--- src/rtl/jesd_stream_serializer.sv ---
// jesd_stream_serializer: wide per-lane words in, one 32-bit beat per lane per
// cycle out toward a JESD204C TX core. Two-entry ping-pong buffer with sticky
// underrun flag and saturating underrun cycle counter.

// Per-lane beat select: picks beat `beat` out of one lane's RATIO-beat slice.
module jss_lane_mux #(
  parameter int RATIO = 4,
  parameter int LW    = 32,
  parameter int BW    = $clog2(RATIO)
) (
  input  logic [RATIO-1:0][LW-1:0] word,
  input  logic [BW-1:0]            beat,
  output logic [LW-1:0]            beat_data
);
  assign beat_data = word[beat];
endmodule

module jesd_stream_serializer #(
  parameter int JESD_LANE_NUMBER               = 2,
  parameter int JESD_CORE_CLK_SAMPLE_CLK_RATIO = 4,
  parameter int JESD204C_LANE_WIDTH            = 32,
  parameter int AXI_STREAM_IN_WIDTH            = JESD_LANE_NUMBER*JESD204C_LANE_WIDTH*JESD_CORE_CLK_SAMPLE_CLK_RATIO,
  parameter int AXI_STREAM_OUT_WIDTH           = JESD_LANE_NUMBER*JESD204C_LANE_WIDTH
) (
  input  logic                            axis_aclk,
  input  logic                            axis_areset,
  input  logic [AXI_STREAM_IN_WIDTH-1:0]  s_axis_tdata,
  input  logic                            s_axis_tvalid,
  output logic                            s_axis_tready,
  output logic [AXI_STREAM_OUT_WIDTH-1:0] m_axis_tdata,
  output logic                            m_axis_tvalid,
  input  logic                            m_axis_tready,
  output logic                            underrun,
  output logic [15:0]                     underrun_count
);
  localparam int NUM_LANES = JESD_LANE_NUMBER;
  localparam int RATIO     = JESD_CORE_CLK_SAMPLE_CLK_RATIO;
  localparam int LW        = JESD204C_LANE_WIDTH;
  localparam int WORD_W    = LW*RATIO;
  localparam int BW        = $clog2(RATIO);
  localparam logic [BW-1:0] LAST_BEAT = BW'(RATIO-1);

  localparam logic [0:0] ST_IDLE = 1'b0;
  localparam logic [0:0] ST_RUN  = 1'b1;

  logic [1:0][AXI_STREAM_IN_WIDTH-1:0] entry;
  logic                                wr_ptr, rd_ptr;
  logic [1:0]                          count;
  logic [BW-1:0]                       beat;
  logic [0:0]                          state;
  logic                                rdy_en;   // holds s_axis_tready low through reset
  logic                                acc, pop, last_pop;
  logic [AXI_STREAM_IN_WIDTH-1:0]      rd_word;
  logic [NUM_LANES-1:0][LW-1:0]        lane_out;

  // Handshakes are derived from registered state only (no tready-to-tready path).
  assign s_axis_tready = rdy_en && (count != 2'd2);
  assign m_axis_tvalid = (count != 2'd0);
  assign acc           = s_axis_tvalid && s_axis_tready;
  assign pop           = m_axis_tvalid && m_axis_tready;
  assign last_pop      = pop && (beat == LAST_BEAT);
  assign rd_word       = entry[rd_ptr];
  assign m_axis_tdata  = lane_out;

  for (genvar i = 0; i < NUM_LANES; i++) begin : g_lane
    jss_lane_mux #(.RATIO(RATIO), .LW(LW), .BW(BW)) u_mux (
      .word      (rd_word[i*WORD_W +: WORD_W]),
      .beat      (beat),
      .beat_data (lane_out[i])
    );
  end

  // Buffer, pointers, beat counter and run state.
  always_ff @(posedge axis_aclk) begin
    if (axis_areset) begin
      entry  <= '0;
      wr_ptr <= 1'b0;
      rd_ptr <= 1'b0;
      count  <= 2'd0;
      beat   <= '0;
      state  <= ST_IDLE;
      rdy_en <= 1'b0;
    end else begin
      rdy_en <= 1'b1;
      if (acc) begin
        entry[wr_ptr] <= s_axis_tdata;
        wr_ptr        <= ~wr_ptr;
        state         <= ST_RUN;
      end
      if (pop) begin
        if (last_pop) begin
          beat   <= '0;
          rd_ptr <= ~rd_ptr;
        end else begin
          beat <= beat + 1'b1;
        end
      end
      count <= count + 2'(acc) - 2'(last_pop);
    end
  end

  // Underrun: the core wants data, streaming has begun, and nothing is buffered.
  always_ff @(posedge axis_aclk) begin
    if (axis_areset) begin
      underrun       <= 1'b0;
      underrun_count <= 16'h0000;
    end else if (state == ST_RUN && count == 2'd0 && m_axis_tready) begin
      underrun <= 1'b1;
      if (underrun_count != 16'hFFFF)
        underrun_count <= underrun_count + 16'h0001;
    end
  end
endmodule

--- config.mk ---
export PLATFORM = sky130hd
export DESIGN_NAME = jesd_stream_serializer
export DESIGN_NICKNAME = d
export VERILOG_FILES = /design/src/rtl/jesd_stream_serializer.sv
export SDC_FILE = /design/constraint.sdc
export NUM_CORES = 1
export LEC_CHECK = 0
export CAP_MARGIN = 20
export CORE_MARGIN = 1
export CORE_UTILIZATION = 49
export DETAILED_ROUTE_END_ITERATION = 8
export PLACE_DENSITY_LB_ADDON = 0.12
export SLEW_MARGIN = 0
export SYNTH_ARGS = -nofsm -noshare
export SYNTH_HDL_FRONTEND = slang
export SYNTH_SLANG_ARGS = --single-unit
--- constraint.sdc ---
create_clock -name axis_aclk -period 2.15 [get_ports axis_aclk]
set_input_delay 0.5375 -clock axis_aclk [delete_from_list [all_inputs] [get_ports axis_aclk]]
set_output_delay 0.5375 -clock axis_aclk [all_outputs]
set_load 0.05 [all_outputs]
* Yosys cells after proc, flatten, opt, wreduce, memory -nomap -nowiden *
Index checks and enable logic that the tools add are counted.

storage, ports and cells
  register bits after elaboration = 537
  bits in latches = 0
  bits in writable memories = 0
  memory bits (read-only) = 0
  bits of input ports = 260
  output and inout port bits = 83
  logic and storage cells = 45
  memories = 0

cells by class
  add/subtract/negate cells = 4
  $mul = 0
  div/mod/pow operators = 0
  order comparisons = 4
  equal/unequal tests = 3
  shift operators = 0
  muxes and demuxes = 11
  bitwise gates (word level) = 2
  reduce and logical (&&, ||, !) cells = 11

operators with widths
  kind                                                                   count
  256-bit two-way mux                                                    3
  512-bit bitwise mux                                                    1
  256-bit demux with 1-bit select                                        1
  32-bit binary-select mux with 2-bit select                             2
  32-bit two-way mux                                                     2
  16-bit by 1-bit adder with 16-bit output (second input constant)       1
  16-bit != test (second input constant)                                 1
  1-bit logical AND                                                      7
  1-bit by 2-bit < comparator with 1-bit output (second input constant)  2
  2-bit AND reduction                                                    2
  2-bit by 3-bit < comparator with 1-bit output (second input constant)  1
  2-bit by 1-bit adder with 2-bit output                                 1
  2-bit by 1-bit adder with 2-bit output (second input constant)         1
  2-bit == test (second input constant)                                  1
  2-bit logical NOT                                                      1
  2-bit two-way mux                                                      1
  2-bit != test (second input constant)                                  1
  1-bit NOT                                                              2
  2-bit nonzero test                                                     1
  2-bit by 1-bit subtractor with 2-bit output                            1
  1-bit greater-or-equal comparator (second input constant)              1
  1-bit two-way mux                                                      1

* Depth between registers and ports, before layout *
  depth in word-level cells = 5
  gate-level depth with buffers = 8
  depth with buffers taken out = 8

* By module *
From an unflattened synthesis, not the netlist that was laid out.

second synthesis, totals
  cells, all modules = 2150
  area total of the unflattened synthesis = 23884.2 um^2

modules (own cells, without submodules)
  module                  times used  cells an instance  area each (um^2)  sequential area each (um^2)
  jesd_stream_serializer  1           2072               22255.1           10750.3
  jss_lane_mux            2           39                 814.5             0.0

* Worst setup path after synthesis *
Ideal clock, no wire load.

  path kind = flip-flop to output port
  start = register beat[0]
  end = output m_axis_tdata[0]
  data arrival time = 1.947 ns
  required time = 1.612 ns
  path slack = -0.335 ns
  stages on the path, launching flop included = 6
  path buffers = 3
  cells stage by stage = dfxtp_1 -> clkbuf_1 -> clkbuf_1 -> buf_2 -> mux4_2 -> mux2_2

between the ends
  cells in the longest elaborated chain, start to end = 2

RTL lines
  item                                        RTL line  source
  start, declared                             49        logic [BW-1:0] beat;
  start signal, assigned                      95        beat <= beat + 1'b1;
  32-bit binary-select mux with 2-bit select  15        assign beat_data = word[beat];
  32-bit two-way mux (implied by the code)    15
  end, declared                               30        output logic [AXI_STREAM_OUT_WIDTH-1:0] m_axis_tdata,

Every way passes these cells. The select of a mux whose other input is x is not followed.

* Worst setup path after layout *
  start = register beat[0]
  end = output m_axis_tdata[9]

Same word-level chain as after synthesis.

==> flow_summary.yaml <==
outcome:
  violations: "negative setup slack"
  status: "finished, violations left"
clock_tree:
  htree_levels: 2
  clkTransAtPathRegs_ps: 70
  clkSinkCount: 537
  worstSkewPairLatency_ps: 600
  cts_tree: "done"
  numCtsBuffers: 56
  cts_hold_buf: 0
  cts_buffer_depth: 3
  root_buffer: "clkbuf_16"
grt:
  antenna_found_initial: 9
  grt_overflow: 0
  grt_pass1_wl_um: 93340
  grt_usage_pct: 24.90
  grt_pass1_vias: 17170
  grt_max_degree: 83
final_layout:
  area_growth_pct: 32.29
  final_common_cell: "dfxtp_1"
  instances_no_fill: 3044
  final_cell_mix: "dfxtp_1 (531), nor2_1 (523), mux2i_1 (514), clkdlybuf4s50_1 (258), mux4_2 (128)"
  nets: 2660
  drive_above_1_share_pct: 20.91
  stdcell_area_um2: 30210
  fill_cells: 3475
critical_path:
  critPathArrivalTime_ps: 2340
  endpoint_kind: "primary output"
  crit_family: "multiplexers"
  crit_chain: "buf_12, buf_12, mux4_2, mux2_4, buf_6"
  cp_slowest_cell: "mux4_2"
  crit_buf_inv: 3
  critPathKind: "reg2out"
  cpPeakStageDelay_ps: 550
  required_ps: 1610
  worst-path-stages: 5
  rr_worst_depth: 10
  critPathMostFrequentCell: "buf_12"
  crit_fanout: 9
  cp-start-kind: "flop"
placed_design:
  dp_cells: 2930
  io_buffers: 342
  pre_cts_ws_ps: -419.3
  place.gp.congestion: 0.8442
  placed_cell_area_um2: 27890
  hpwlAfterDp_um: 41100
yosys:
  synthCells: 2018
  syn_nets: 2282
  syn_avg_cell_area_um2: 11.32
  yosys_warnings: 0
  yosysTopAreaCellShare_pct: 47.07
  ys_seq_area_share_pct: 47.07
  yosysTopAreaCell: "dfxtp_1"
  yosys-top-cells-area: "dfxtp_1 (47%), mux2i_1 (23%), mux4_2 (13%), nor2_1 (8.6%), mux2_2 (3.3%)"
  ys_types: 40
  synth_seq_cells: 537
  synth_area_um2: 22840
routing:
  top_layer: "met5"
  first_iter_violations: 896
  drt-pass1-iter-count: 5
  vias_per_cell: 5.375
  wl_um: 58810
  wl_met2_um: 28940
  drc: 0
  wl_met1_um: 24530
  vias: 16360
  ant_nets: 0
  wl_per_cell_um: 19.32
  wl_met3_um: 3512
floorplan:
  ios: 343
  start_util_pct: 50.00
  coreArea_um2: 45670
  dieArea_um2: 47470
  die_y_um: 217.9
  die_w_um: 217.9
  fp-row-count: 78
timing:
  min_period_ps: 2879
  worstMarginPinSlew_ps: 521.3
  slew_violations: 0
  fmax_mhz: 347.4
  setup_slack_ps: -728.6
  fin_crit_sh_pct: 133.9
  finalSetupViolCount: 64
  rsz0062_at_grt: "yes"
  fin_worst_skew_ps: 10.69
  finalSetupTns_ps: -43720
  hold_ws_ps: 358.2
  hold_viol: 0
  maxSlewHeadroom_pct: 65.39
job:
  drv_cap: 0
min_path:
  hold_path_depth: 2
  hp-class: "in2reg"
power:
  power_leakage_nw: 14.56
  vdd_drop_max_mv: 0.6670
  power.density_nw_per_um2: 774.4
==> cell usage after synthesis, drive strengths merged <==
master and number:
or2 2, buf 76, and4bb 1, o311a 1, nor2 523, nor4 5
clkbuf 79, or2b 1, nor3 6, mux2 67, nand2 11, xor2 1
o21a 2, o41ai 3, or4 4, xnor2 1, a21oi 11, dfxtp 537
inv 5, and2 2, mux4 128, nor2b 4, or3 3, mux2i 514
nand3 7, o311ai 2, nand4 6, nand4bb 1, o31ai 2, and3 2
a211oi 1, ha 4, o21ai 5, nand4b 1
==> repair_timing <==
action | 4_1_cts | 5_1_grt
cloned | 1 | 0
buffers inserted | 6 | 1
gates resized for setup | 94 | 15
endpoints found under the setup margin | 77 | 69
==> where the power goes <==
part | internal, mW | leakage [nW] | total (mW) | switching, mW
sequential | 10.3 | 4.36 | 10.5 | 0.181
combinational | 1.61 | 9.25 | 3.01 | 1.40
clock | 5.95 | 0.938 | 9.91 | 3.96
==> worst paths after layout <==
| check | slack (ps) | end | startpoint |
|---|---|---|---|
| worst min-delay path | 360 | underrun | axis_areset |
| worst max register to register | 130 | count[1] | beat[0] |
| worst min register to register | 480 | underrun_count[1] | underrun_count[1] |
| worst max-delay path | -730 | m_axis_tdata[9] | beat[0] |
==> state kept, by name (all words and copies together), names as in the netlist <==
signal / flops
rd_ptr: 1
count: 2
wr_ptr: 1
beat: 2
underrun: 1
state: 1
underrun_count: 16
rdy_en: 1
entry: 512
==> metrics by stage <==
stage	utilization (%)	power (mW)
6_report	66.15	23.40
5_1_grt	66.13	24.24
4_1_cts	65.99	23.60
3_5_place_dp	61.07	13.59
3_3_place_gp	61.07	13.52
2_1_floorplan	-	12.39
==> worst reg2reg max path, stage by stage (launching register included) <==
cell	delay, ps
dfxtp_4	390
buf_12	170
buf_4	160
ha_2	190
and3_4	190
ha_1	220
inv_1	60
ha_1	140
xor2_1	190
and2_1	160
nor3_2	40
==> routing by layer <==
layer  GRT usage (%)  up-vias
li1                -     7863
met1           30.50     8009
met2           42.61      371
met3           5.900      106
met4           8.718       12
met5               0        -
==> area by class of cell <==
cell class                 count  area, µm²  share of cell area (%)
multi-input combinational   1321      11590                   38.36
sequential                   537      10770                   35.64
timing repair buffer         475       5182                   17.15
clock buffer                  84       1678                   5.554
tap                          600      750.7                   2.485
clock inverter                17      212.7                  0.7040
inverter                       5      18.77                 0.06212
antenna                        5      12.51                 0.04141
==> cells by family (layout without fill, tap and decap cells) <==
logic type / count (synthesis) / count (layout) / share of synthesized area [%]
AOI/OAI and AO/OA: 27 / 27 / 0.7561
xor gates and xnor gates: 2 / 2 / 0.07672
adders and majority gates: 4 / 4 / 0.2192
buffers and inverters: 160 / 581 / 3.282
DFF: 537 / 537 / 47.07
muxes: 709 / 709 / 38.46
other: 0 / 5 / 0
and+or+nand+nor: 579 / 579 / 10.14
Note: power is estimated with default switching activity, not from simulation.
